`src/rtl/vga_sprite_grid.sv`:
```
// VGA timing generator with a single ROM sprite placed on a slot grid.
// Runs on the system clock; pix_en advances timing and the two-stage pixel pipeline.
module vga_sprite_grid #(
   parameter int          H_SYNC    = 96,
   parameter int          H_BP      = 48,
   parameter int          H_ACT     = 640,
   parameter int          H_FP      = 16,
   parameter int          V_SYNC    = 2,
   parameter int          V_BP      = 33,
   parameter int          V_ACT     = 480,
   parameter int          V_FP      = 10,
   parameter int          SPR_W     = 128,
   parameter int          SPR_H     = 128,
   parameter int          GRID_COLS = 4,
   parameter int          GRID_ROWS = 2,
   parameter int          GRID_X0   = 0,
   parameter int          GRID_Y0   = 128,
   parameter int          PITCH_X   = 129,
   parameter int          PITCH_Y   = 129,
   parameter logic [15:0] BG_COLOR  = 16'h0000,
   parameter logic [15:0] TRANS_KEY = 16'hF81F
) (
   input  logic                                        clk,
   input  logic                                        rst_n,
   input  logic                                        pix_en,
   input  logic [GRID_COLS*GRID_ROWS-1:0]              slot_sel,
   input  logic                                        spr_bank,
   output logic [$clog2(SPR_W)+$clog2(SPR_H):0]        rom_addr,
   input  logic [15:0]                                 rom_data,
   output logic [4:0]                                  vga_r,
   output logic [5:0]                                  vga_g,
   output logic [4:0]                                  vga_b,
   output logic                                        vga_hs,
   output logic                                        vga_vs,
   output logic                                        vga_de,
   output logic                                        frame_start
);

   localparam int H_TOT = H_SYNC + H_BP + H_ACT + H_FP;
   localparam int V_TOT = V_SYNC + V_BP + V_ACT + V_FP;
   localparam int HW    = $clog2(H_TOT);
   localparam int VW    = $clog2(V_TOT);
   localparam int XW    = $clog2(SPR_W);
   localparam int YW    = $clog2(SPR_H);
   localparam int AW    = 1 + XW + YW;
   localparam int NSLOT = GRID_COLS * GRID_ROWS;
   localparam int CW    = 16;

   logic [HW-1:0]    h_cnt_q, h_cnt_d;
   logic [VW-1:0]    v_cnt_q, v_cnt_d;
   logic [NSLOT-1:0] slot_q, slot_d;
   logic             bank_q, bank_d;
   logic             frame_start_q, frame_start_d;
   logic [AW-1:0]    rom_addr_q, rom_addr_d;
   logic             hit1_q, hit1_d;
   logic             act1_q, act1_d;
   logic             hs1_q, hs1_d;
   logic             vs1_q, vs1_d;
   logic [15:0]      rgb_q, rgb_d;
   logic             hs_q, hs_d;
   logic             vs_q, vs_d;
   logic             de_q, de_d;

   logic             hidden_s;
   int               idx_s;
   logic [CW-1:0]    sx_s, sy_s, x_s, y_s, dx_s, dy_s;
   logic             h_act_s, v_act_s, act_s, hit_s;

   // Slot decode of the frame-latched request plus per-pixel sprite hit test.
   always_comb begin
      hidden_s = (slot_q == {NSLOT{1'b0}});
      idx_s    = 0;
      for (int i = NSLOT - 1; i >= 0; i--) begin
         idx_s = slot_q[i] ? i : idx_s;
      end
      sx_s    = CW'(GRID_X0 + (idx_s % GRID_COLS) * PITCH_X);
      sy_s    = CW'(GRID_Y0 + (idx_s / GRID_COLS) * PITCH_Y);
      x_s     = CW'(h_cnt_q) - CW'(H_SYNC + H_BP);
      y_s     = CW'(v_cnt_q) - CW'(V_SYNC + V_BP);
      dx_s    = x_s - sx_s;
      dy_s    = y_s - sy_s;
      h_act_s = (h_cnt_q >= HW'(H_SYNC + H_BP)) && (h_cnt_q < HW'(H_SYNC + H_BP + H_ACT));
      v_act_s = (v_cnt_q >= VW'(V_SYNC + V_BP)) && (v_cnt_q < VW'(V_SYNC + V_BP + V_ACT));
      act_s   = h_act_s && v_act_s;
      hit_s   = !hidden_s && act_s &&
                (x_s >= sx_s) && (dx_s < CW'(SPR_W)) &&
                (y_s >= sy_s) && (dy_s < CW'(SPR_H));
   end

   // Next-state for counters, frame latch and both pipeline stages.
   always_comb begin
      h_cnt_d       = h_cnt_q;
      v_cnt_d       = v_cnt_q;
      slot_d        = slot_q;
      bank_d        = bank_q;
      rom_addr_d    = rom_addr_q;
      hit1_d        = hit1_q;
      act1_d        = act1_q;
      hs1_d         = hs1_q;
      vs1_d         = vs1_q;
      rgb_d         = rgb_q;
      hs_d          = hs_q;
      vs_d          = vs_q;
      de_d          = de_q;
      frame_start_d = pix_en && (h_cnt_q == HW'(0)) && (v_cnt_q == VW'(0));
      if (pix_en) begin
         if (h_cnt_q == HW'(H_TOT - 1)) begin
            h_cnt_d = HW'(0);
            v_cnt_d = (v_cnt_q == VW'(V_TOT - 1)) ? VW'(0) : v_cnt_q + VW'(1);
         end else begin
            h_cnt_d = h_cnt_q + HW'(1);
         end
         if (frame_start_d) begin
            slot_d = slot_sel;
            bank_d = spr_bank;
         end else begin
            slot_d = slot_q;
         end
         // Address comes straight from the pixel offset; it holds outside the sprite.
         rom_addr_d = hit_s ? {bank_q, dy_s[YW-1:0], dx_s[XW-1:0]} : rom_addr_q;
         hit1_d     = hit_s;
         act1_d     = act_s;
         hs1_d      = (h_cnt_q >= HW'(H_SYNC));
         vs1_d      = (v_cnt_q >= VW'(V_SYNC));
         if (hit1_q) begin
            rgb_d = (rom_data == TRANS_KEY) ? BG_COLOR : rom_data;
         end else if (act1_q) begin
            rgb_d = BG_COLOR;
         end else begin
            rgb_d = 16'h0000;
         end
         hs_d = hs1_q;
         vs_d = vs1_q;
         de_d = act1_q;
      end else begin
         h_cnt_d = h_cnt_q;
      end
   end

   // State register; asynchronous reset returns the whole frame to its start.
   always_ff @(posedge clk or negedge rst_n) begin
      if (!rst_n) begin
         h_cnt_q       <= '0;
         v_cnt_q       <= '0;
         slot_q        <= '0;
         bank_q        <= 1'b0;
         frame_start_q <= 1'b0;
         rom_addr_q    <= '0;
         hit1_q        <= 1'b0;
         act1_q        <= 1'b0;
         hs1_q         <= 1'b1;
         vs1_q         <= 1'b1;
         rgb_q         <= 16'h0000;
         hs_q          <= 1'b1;
         vs_q          <= 1'b1;
         de_q          <= 1'b0;
      end else begin
         h_cnt_q       <= h_cnt_d;
         v_cnt_q       <= v_cnt_d;
         slot_q        <= slot_d;
         bank_q        <= bank_d;
         frame_start_q <= frame_start_d;
         rom_addr_q    <= rom_addr_d;
         hit1_q        <= hit1_d;
         act1_q        <= act1_d;
         hs1_q         <= hs1_d;
         vs1_q         <= vs1_d;
         rgb_q         <= rgb_d;
         hs_q          <= hs_d;
         vs_q          <= vs_d;
         de_q          <= de_d;
      end
   end

   assign rom_addr    = rom_addr_q;
   assign vga_r       = rgb_q[15:11];
   assign vga_g       = rgb_q[10:5];
   assign vga_b       = rgb_q[4:0];
   assign vga_hs      = hs_q;
   assign vga_vs      = vs_q;
   assign vga_de      = de_q;
   assign frame_start = frame_start_q;

endmodule

```
`config.mk`:
```
export PLATFORM = sky130hd
export DESIGN_NAME = vga_sprite_grid
export DESIGN_NICKNAME = d
export VERILOG_FILES = /design/src/rtl/vga_sprite_grid.sv
export SDC_FILE = /design/constraint.sdc
export NUM_CORES = 1
export LEC_CHECK = 0
export BUFFER_PORTS_ARGS = -buffer_cell sky130_fd_sc_hd__buf_4
export CORE_UTILIZATION = 55
export DETAILED_ROUTE_END_ITERATION = 8
export PLACE_DENSITY = 0.8
export SYNTH_ARGS = -nofsm -noshare
export SYNTH_HDL_FRONTEND = slang
export SYNTH_SLANG_ARGS = --single-unit
```
`constraint.sdc`:
```
create_clock -name clk -period 10 [get_ports clk]
set_clock_uncertainty 0.05 [all_clocks]
set_input_delay 3 -clock clk [delete_from_list [all_inputs] [get_ports clk]]
set_output_delay 3 -clock clk [all_outputs]
set_load 0.01 [all_outputs]
```
==> results of run 1 <==
## cell families (layout without fill, tap and decap cells)
logic type,count (synthesis),in the layout,share of synthesized area
xor+xnor,37,37,0.0823
buf+inv,43,102,0.0514
simple gates,122,122,0.166
mux,28,28,0.0805
compound gates,78,78,0.152
flops,68,68,0.414
fa+ha+maj,17,17,0.0535
## power by group through the flow
stage	Combinational [uW]	Clock [uW]	Sequential (uW)
3_3_place_gp	163	0	324
5_1_grt	190	275	323
3_5_place_dp	169	0	325
6_report	171	258	320
4_1_cts	171	262	320
2_1_floorplan	141	0	307
## area by class of cell
class,count,area share
flip-flops and latches,68,0.354
multi-input cells,282,0.457
inverters,22,0.0171
repair buffers,64,0.0998
well taps,99,0.0257
clock buffers,9,0.0257
clock inverters,7,0.0205
## cell usage after synthesis, types with 2 or more instances
master,instances
nor4_2,3
a21oi_2,2
clkbuf_1,11
o21a_1,2
nor4_1,9
xnor2_1,20
xor2_2,2
nor3_1,11
and3_1,3
a211oi_1,5
mux2_2,17
mux2_4,6
dfrtp_1,64
or3_1,6
buf_2,4
inv_1,21
nor2_1,23
a21o_1,2
o31ai_1,4
buf_6,4
a31oi_1,2
nor2b_1,3
nand2b_1,6
nand3_1,6
nor2_2,2
dfstp_2,4
mux2i_1,5
or4_1,3
a21oi_1,14
a22o_1,16
nand2_1,26
ha_1,16
xor2_1,15
o21ai_0,10
nand4_1,6
## registers in the layout, indices dropped and copies added (netlist names)
signal       count
vga_hs           1
act1_q           1
v_cnt_q         10
frame_start      1
bank_q           1
vga_vs           1
hit1_q           1
hs1_q            1
slot_q           8
vga_de           1
vs1_q            1
rgb_q           16
h_cnt_q         10
rom_addr        15
## worst max-delay path, cell delays in order
cell and delay [ps]:
buf_4 170, inv_1 300, a211oi_1 270, o21a_1 180
nand4_1 100, a211oi_2 250, nand3_4 310, mux2_4 390
## worst paths after layout
kind,endpoint,slack (ps)
worst min-delay path,hs1_q$_DFFE_PN1P_,440
worst max register to register,rom_addr[14]$_DFFE_PN0P_,6250
max in group asynchronous,rom_addr[1]$_DFFE_PN0P_,6600
worst min register to register,hs1_q$_DFFE_PN1P_,440
worst max-delay path,rom_addr[5]$_DFFE_PN0P_,5210
min in group asynchronous,slot_q[1]$_DFFE_PN0P_,2700
## per-stage QoR
stage / cells / area, um^2 / hold slack (ps)
after global placement: 535 / 4590 / 425
after floorplan: 393 / 4120 / 398
final: 551 / 4820 / 436
after detailed placement: 535 / 4590 / 428
after CTS: 551 / 4820 / 441
after global routing: 551 / 4820 / 481
## metal layers
layer	vias up	wire length, um	track usage
li1	1526	-	-
met1	1567	3970	0.319
met2	83	4430	0.387
met3	16	361	0.0569
met4	0	146	0.0806
met5	-	0	0
==> flow_metrics.tcl, run 1 <==
set metrics [dict create \
    p_switching_uw 248 \
    arrival_ps 4980 \
    wl_um 8900 \
    p_clk_frac 0.344 \
    p_int_uw 501 \
    yosysUniqueCellTypes 75 \
    antenna_found_initial 0 \
    place_ws_ps 4810 \
    cts_root_buffer "clkbuf_8" \
    slew_headroom 0.244 \
    path_clk_slew_ps 70 \
    nets 492 \
    dp_hpwl_um 6200 \
    rsz0062_at_grt "false" \
    finalSetupViolCount 0 \
    area_growth_pct 17.0 \
    crit_path_start "pix_en" \
    layout_min_cycle_time_ps 4790 \
    cts_tree "built" \
    p_seq_frac 0.428 \
    regToRegStartpoint "slot_q[2]$_DFFE_PN0P_" \
    grt_max_degree 69 \
    detail-route-antenna-nets 0 \
    grt_overflow 0 \
    synth-seq-cells 68 \
    antenna_cells 0 \
    outcome "finished, final reports clean" \
    die_w_um 88.5 \
    io_buffer_count 62 \
    grt_pass1_vias 3008 \
    hold_buffers 0 \
    setup_tns_ps 0 \
    rows 31 \
    leakage_uw 0.00225 \
    ys_dominant_reg_cell "dfrtp_1" \
    coreArea_um2 7250 \
    drive_gt1_frac 0.288 \
    syn_avg_cell_area_um2 10.5 \
    endpoint_kind "flip-flop" \
    multi_input_area_um2 2200 \
    synthCells 393 \
    numClockSinks 68 \
    first_pass_iters 4 \
    hold_viol 0 \
    final_cell_mix "dfrtp_1, buf_4, nand2_1, nor2_1, inv_1" \
    vias 3192 \
    final.fill_count 581 \
    cts_resized 0 \
    start_util 0.568 \
    die_height_um 88.5 \
    start_kind "input pin" \
    synth_top_area_share 0.389 \
    yosysTopAreaCell "dfrtp_1" \
    hold_path_depth 2 \
    hp-class "reg2reg" \
    worst_pin_slew_ps 1120 \
    max_cap_violations 0 \
    via_per_inst 5.79 \
    regArea_um2 1710 \
    drt_first_iter_violations 240 \
    htreeDepth 3 \
    reg2regPathDepth 12 \
    hp-start "hs1_q$_DFFE_PN1P_" \
    wl_per_cell_um 16.2 \
    period_share 0.479 \
    required_ps 10190 \
    synth_area_leaders "dfrtp_1, ha_1, mux2_2, xnor2_1, a22o_1" \
    final_core_util 0.664 \
    route.detailed.drc 0 \
    timing.fmax_ghz 0.209 \
    p_comb_frac 0.228 \
    dieArea_um2 7840 \
    cts_setup_buffers 0 \
    ir_drop_uv 117 \
    p_per_area_nw_per_um2 155 \
    swShare 0.331 \
    synth_nets 438 \
    worstSetupPathType "in2reg" \
    grt_first_pass_wirelength_um 14200 \
    synth_edf_count 0 \
    critical_path.max_fanout 20 \
    insertion_delay_ps 360 \
    setup_slack_ps 5210 \
    syn_area_um2 4120 \
    numCtsBuffers 9 \
    async_reset_ff_frac 1.00 \
    seq_area_frac_synth 0.414 \
    io_pins 63 \
    grtUsageTotal 0.240 \
    finalPower_uw 749 \
    ys_warn_count 0 \
    clockBufferDepth 2 \
    maxSlewViolCount 0 \
    place.gp.congestion 0.885 \
]
(Power assumes the default switching activity.)
==> inputs of run 2 (changes only) <==
- CORE_UTILIZATION: 55 -> 52
- PLACE_DENSITY: 0.8 -> 0.79
- clock period: 10 -> 4.4 ns (I/O delays scaled with it)
==> flow_metrics.tcl, run 2 (same netlist as run 1, synthesis figures left out) <==
set metrics [dict create \
    outcome "finished, final reports clean" \
    htreeDepth 3 \
    timing.fmax_ghz 0.272 \
    area_growth_pct 16.7 \
    final_core_util 0.625 \
    drive_gt1_frac 0.289 \
    largest_reg_flops 16 \
    cts_root_buffer "clkbuf_8" \
    numClockSinks 68 \
    hp-start "vs1_q$_DFFE_PN1P_" \
    finalSetupViolCount 0 \
    grtUsageTotal 0.222 \
    min_to "vs1_q$_DFFE_PN1P_" \
    p_seq_frac 0.443 \
    max_cap_violations 0 \
    cts_setup_buffers 0 \
    slowest_stage "or3_1" \
    hold_buffers 0 \
    nets 493 \
    p_int_uw 1080 \
    place.gp.congestion 0.884 \
    via_per_inst 5.76 \
    p_clk_frac 0.325 \
    vias 3199 \
    path_buf_inv 0 \
    io_pins 63 \
    critical-path-max-stage-delay_ps 440 \
    path_clk_slew_ps 80 \
    worstPathCellList "nand2b_1, a21oi_2, o21ai_4, fa_1, or3_1, a211oi_1, nor2_1, and3b_1, a41oi_1, o211ai_2, nand3_4, mux2_2" \
    reg2regPathDepth 12 \
    place_ws_ps 767 \
    critical_path.max_fanout 16 \
    maxSlewViolCount 0 \
    p_switching_uw 555 \
    detail-route-antenna-nets 0 \
    slew_headroom 0.436 \
    r2r-end "rom_addr[3]$_DFFE_PN0P_" \
    hp-class "reg2reg" \
    top_register "rgb_q" \
    rows 32 \
    setup_tns_ps 0 \
    numCtsBuffers 9 \
    dp_hpwl_um 6180 \
    cts_tree "built" \
    start_kind "flip-flop" \
    clockBufferDepth 2 \
    crit_family "compound AO/OA/AOI/OAI gates" \
    die_height_um 91.0 \
    hold_path_depth 2 \
    layout_min_cycle_time_ps 3680 \
    required_ps 4590 \
    period_share 0.835 \
    wl_um 8650 \
    grt_overflow 0 \
    die_w_um 91.0 \
    antenna_found_initial 0 \
    final_cell_mix "buf_4, dfrtp_1, nand2_1, nor2_1, inv_1" \
    grt_first_pass_wirelength_um 14600 \
    r2r_slack_ps 720 \
    rsz0062_at_grt "false" \
    antenna_cells 0 \
    leakage_uw 0.00224 \
    setup_slack_ps 724 \
    arrival_ps 3870 \
    ir_drop_uv 249 \
    regToRegStartpoint "slot_q[2]$_DFFE_PN0P_" \
    worstSetupPathType "reg2reg" \
    p_per_area_nw_per_um2 340 \
    route.detailed.drc 0 \
    io_buffer_count 62 \
    hold_viol 0 \
    endpoint_kind "flip-flop" \
    grt_max_degree 69 \
    worst_pin_slew_ps 846 \
    coreArea_um2 7690 \
    cts_resized 0 \
    start_util 0.536 \
    swShare 0.339 \
    wl_per_cell_um 15.6 \
    drt_first_iter_violations 204 \
    dieArea_um2 8280 \
    p_comb_frac 0.232 \
    layout_commonest_cell "buf_4" \
    grt_pass1_vias 3031 \
    first_pass_iters 4 \
    insertion_delay_ps 360 \
]
run 2: cell types whose count changed in the layout (fill, tap and decap cells not counted), sizes merged:
cell	previous run	this run
clkinvlp	1	2
bufinv	2	1
buf	64	65
run 2: through the flow:
stage	hold WS, ps	cells	cell area, um^2	power (uW)
finish	443	555	4800	1630
global route	480	555	4800	1720
CTS	444	555	4800	1640
detailed placement	431	539	4600	1110
global placement	426	539	4600	1100
floorplan	398	393	4120	1020
run 2: how the worst max path moves through the flow:
| stage | from | end | slack, ps | depth (start not counted) |
|---|---|---|---|---|
| final | slot_q[2]$_DFFE_PN0P_ | rom_addr[3]$_DFFE_PN0P_ | 720 | 12 |
| after global routing | slot_q[2]$_DFFE_PN0P_ | rom_addr[2]$_DFFE_PN0P_ | 560 | 12 |
| after CTS | slot_q[2]$_DFFE_PN0P_ | rom_addr[3]$_DFFE_PN0P_ | 740 | 12 |
| after detailed placement | slot_q[2]$_DFFE_PN0P_ | rom_addr[3]$_DFFE_PN0P_ | 770 | 12 |
| after global placement | v_cnt_q[1]$_DFFE_PN0P_ | rom_addr[4]$_DFFE_PN0P_ | 870 | 12 |
| after floorplan | slot_q[2]$_DFFE_PN0P_ | rom_addr[10]$_DFFE_PN0P_ | 1060 | 13 |
run 2: final cells by class:
| class | count | area, um^2 |
|---|---|---|
| tap | 102 | 128 |
| multi-input combinational | 282 | 2200 |
| sequential | 68 | 1710 |
| fill | 658 | 2880 |
| clock inverter | 7 | 76.3 |
| timing repair buffer | 65 | 488 |
| clock buffer | 9 | 124 |
| inverter | 22 | 82.6 |
run 2: power by group through the flow:
stage	sequential, uW	combinational (uW)	clock [uW]
after detailed placement	735	374	0
after CTS	723	381	540
final	724	380	531
after floorplan	698	321	0
after global routing	732	429	561
after global placement	734	369	0
run 2: tightest hold or removal path, cell delays in order (launching register included):
cell	delay [ps]
dfstp_2	370
nor2_1	70
a21oi_1	50
run 2: per-layer routing:
metal  wire length, um  up-vias  GRT usage
met5                 0        -          0
met4               135        0     0.0886
met3               298       13     0.0377
met2              4260       62      0.355
met1              3950     1602      0.299
li1                  -     1522          -
==> inputs of run 3 (changes only) <==
- ABC_AREA: not set -> 1
- CORE_UTILIZATION: 52 -> 55
- clock period: 4.4 -> 3.8 ns (I/O delays scaled with it)
==> flow_metrics.tcl, run 3 <==
set metrics [dict create \
    endpoint "rom_addr[2]$_DFFE_PN0P_" \
    post-place-cells 724 \
    syn_area_um2 4220 \
    critical_path.max_fanout 16 \
    place_area_um2 4740 \
    place_ws_ps 462 \
    regToRegStartpoint "h_cnt_q[4]$_DFFE_PN0P_" \
    final_cells 740 \
    area_growth_pct 17.1 \
    worstSetupPathType "reg2reg" \
    required_ps 3970 \
    hold_viol 0 \
    io_buffer_count 62 \
    final_cell_mix "nand2_1, inv_1, dfrtp_1, buf_4, nor2_1" \
    drt_first_iter_violations 202 \
    synth_edf_count 0 \
    hp-class "reg2reg" \
    vias 3913 \
    detail-route-antenna-nets 0 \
    grt_pass1_vias 3381 \
    rows 31 \
    ys_warn_count 0 \
    clockBufferDepth 2 \
    cts_tree "built" \
    yosys.cell_count.top_type "nand2_1" \
    layout_min_cycle_time_ps 3220 \
    largest_reg_flops 16 \
    period_share 0.847 \
    p_seq_frac 0.401 \
    finalSetupViolCount 0 \
    seq_area_frac_synth 0.404 \
    p_per_area_nw_per_um2 428 \
    maxSlewViolCount 0 \
    numClockSinks 68 \
    yosysTopAreaCell "dfrtp_1" \
    first_pass_iters 5 \
    max_cap_violations 0 \
    synth_nets 621 \
    coreArea_um2 7330 \
    cts_root_buffer "clkbuf_8" \
    crit_path_start "h_cnt_q[4]$_DFFE_PN0P_" \
    setup_tns_ps 0 \
    yosysUniqueCellTypes 38 \
    htreeDepth 3 \
    reg2regPathDepth 16 \
    swShare 0.385 \
    die_height_um 89.6 \
    start_kind "flip-flop" \
    regArea_um2 1710 \
    r2r_slack_ps 580 \
    synthTopCellsByCount "nand2_1, inv_1, dfrtp_1" \
    insertion_delay_ps 340 \
    dp_hpwl_um 7540 \
    route.detailed.drc 0 \
    p_clk_frac 0.274 \
    p_int_uw 1300 \
    leakage_uw 0.00264 \
    io_pins 63 \
    wl_per_cell_um 13.1 \
    antenna_cells 0 \
    synthCells 576 \
    setup_slack_ps 583 \
    design_area_um2 4940 \
    ys_dominant_reg_cell "dfrtp_1" \
    finalPower_uw 2120 \
    p_switching_uw 814 \
    timing.fmax_ghz 0.311 \
    layout_commonest_cell "nand2_1" \
    grt_max_degree 69 \
    antenna_found_initial 0 \
    path_clk_slew_ps 70 \
    slew_headroom 0.456 \
    numCtsBuffers 9 \
    p_comb_frac 0.325 \
    worst_pin_slew_ps 816 \
    die_w_um 89.6 \
    r2r-end "rom_addr[2]$_DFFE_PN0P_" \
    wl_um 9700 \
    drive_gt1_frac 0.158 \
    grtUsageTotal 0.256 \
    syn_avg_cell_area_um2 7.33 \
    outcome "finished, final reports clean" \
    nets 681 \
    arrival_ps 3390 \
    endpoint_kind "flip-flop" \
    synth_top_area_share 0.379 \
    ir_drop_uv 305 \
    dieArea_um2 8030 \
    start_util 0.576 \
    multi_input_area_um2 2150 \
    synth_area_leaders "dfrtp_1, nand2_1, inv_1, nand3_1, ha_1" \
    place.gp.congestion 0.952 \
    final.fill_count 623 \
    via_per_inst 5.29 \
    top_register "rgb_q" \
    grt_first_pass_wirelength_um 15700 \
    synth-seq-cells 68 \
    grt_overflow 0 \
    async_reset_ff_frac 1.00 \
    rsz0062_at_grt "false" \
]
## run 3: worst min-delay path by stage
| stage | from | depth (start not counted) | to |
|---|---|---|---|
| floorplan | vs1_q$_DFFE_PN1P_ | 2 | vga_vs$_DFFE_PN1P_ |
| global placement | vga_vs$_DFFE_PN1P_ | 2 | vga_vs$_DFFE_PN1P_ |
| detailed placement | vga_vs$_DFFE_PN1P_ | 2 | vga_vs$_DFFE_PN1P_ |
| CTS | vga_vs$_DFFE_PN1P_ | 2 | vga_vs$_DFFE_PN1P_ |
| global route | hs1_q$_DFFE_PN1P_ | 2 | hs1_q$_DFFE_PN1P_ |
| finish | vga_vs$_DFFE_PN1P_ | 2 | vga_vs$_DFFE_PN1P_ |
## run 3: final cells by class
class / instances / area share
inverters: 75 / 0.0570
multi-input cells: 418 / 0.436
clock inverters: 4 / 0.0101
clock buffers: 12 / 0.0294
repair buffers: 64 / 0.0972
well taps: 99 / 0.0251
flip-flops and latches: 68 / 0.345
## run 3: timing repair
item	4_1_cts	5_1_grt
setup endpoints to repair	0	14
gates resized for setup	0	1
hold buffers	0	0
endpoints found under the hold margin	0	0
setup buffers	0	0
## run 3: power by group through the flow
stage / clock network [uW] / logic (uW) / registers (uW)
2_1_floorplan: 0 / 542 / 820
3_3_place_gp: 0 / 645 / 856
3_5_place_dp: 0 / 661 / 860
4_1_cts: 592 / 664 / 846
5_1_grt: 622 / 776 / 858
6_report: 579 / 687 / 849
## run 3: cells by family after synthesis
| logic type | count (synthesis) | synth area share |
|---|---|---|
| buffers and inverters | 90 | 0.0865 |
| AOI/OAI and AO/OA | 52 | 0.0679 |
| adders and majority gates | 17 | 0.0522 |
| DFF | 68 | 0.404 |
| and+or+nand+nor | 333 | 0.356 |
| xor gates and xnor gates | 16 | 0.0332 |
## run 3: worst max-delay path: stages (launching register included)
cell	delay, ps
dfrtp_1	420
clkinv_1	270
ha_1	330
nand2_1	90
nand2_1	50
nand2_1	80
nand2_1	50
ha_1	290
inv_1	80
nor3_1	340
nand3_1	120
nand2_1	90
nand2_1	90
nor2_4	310
nand3_4	240
nand2_1	130
nand2_1	60
## run 3: stage by stage
step	hold slack [ps]	utilization
floorplan	398	-
global placement	403	0.647
detailed placement	406	0.647
CTS	417	0.673
global route	434	0.674
finish	415	0.674
## run 3: metal layers
metal / GRT usage / up-vias / wire [um]
met5: 0 / - / 0
met4: 0.0606 / 0 / 82
met3: 0.0457 / 8 / 496
met2: 0.428 / 105 / 4510
met1: 0.346 / 1809 / 4610
li1: - / 1991 / -
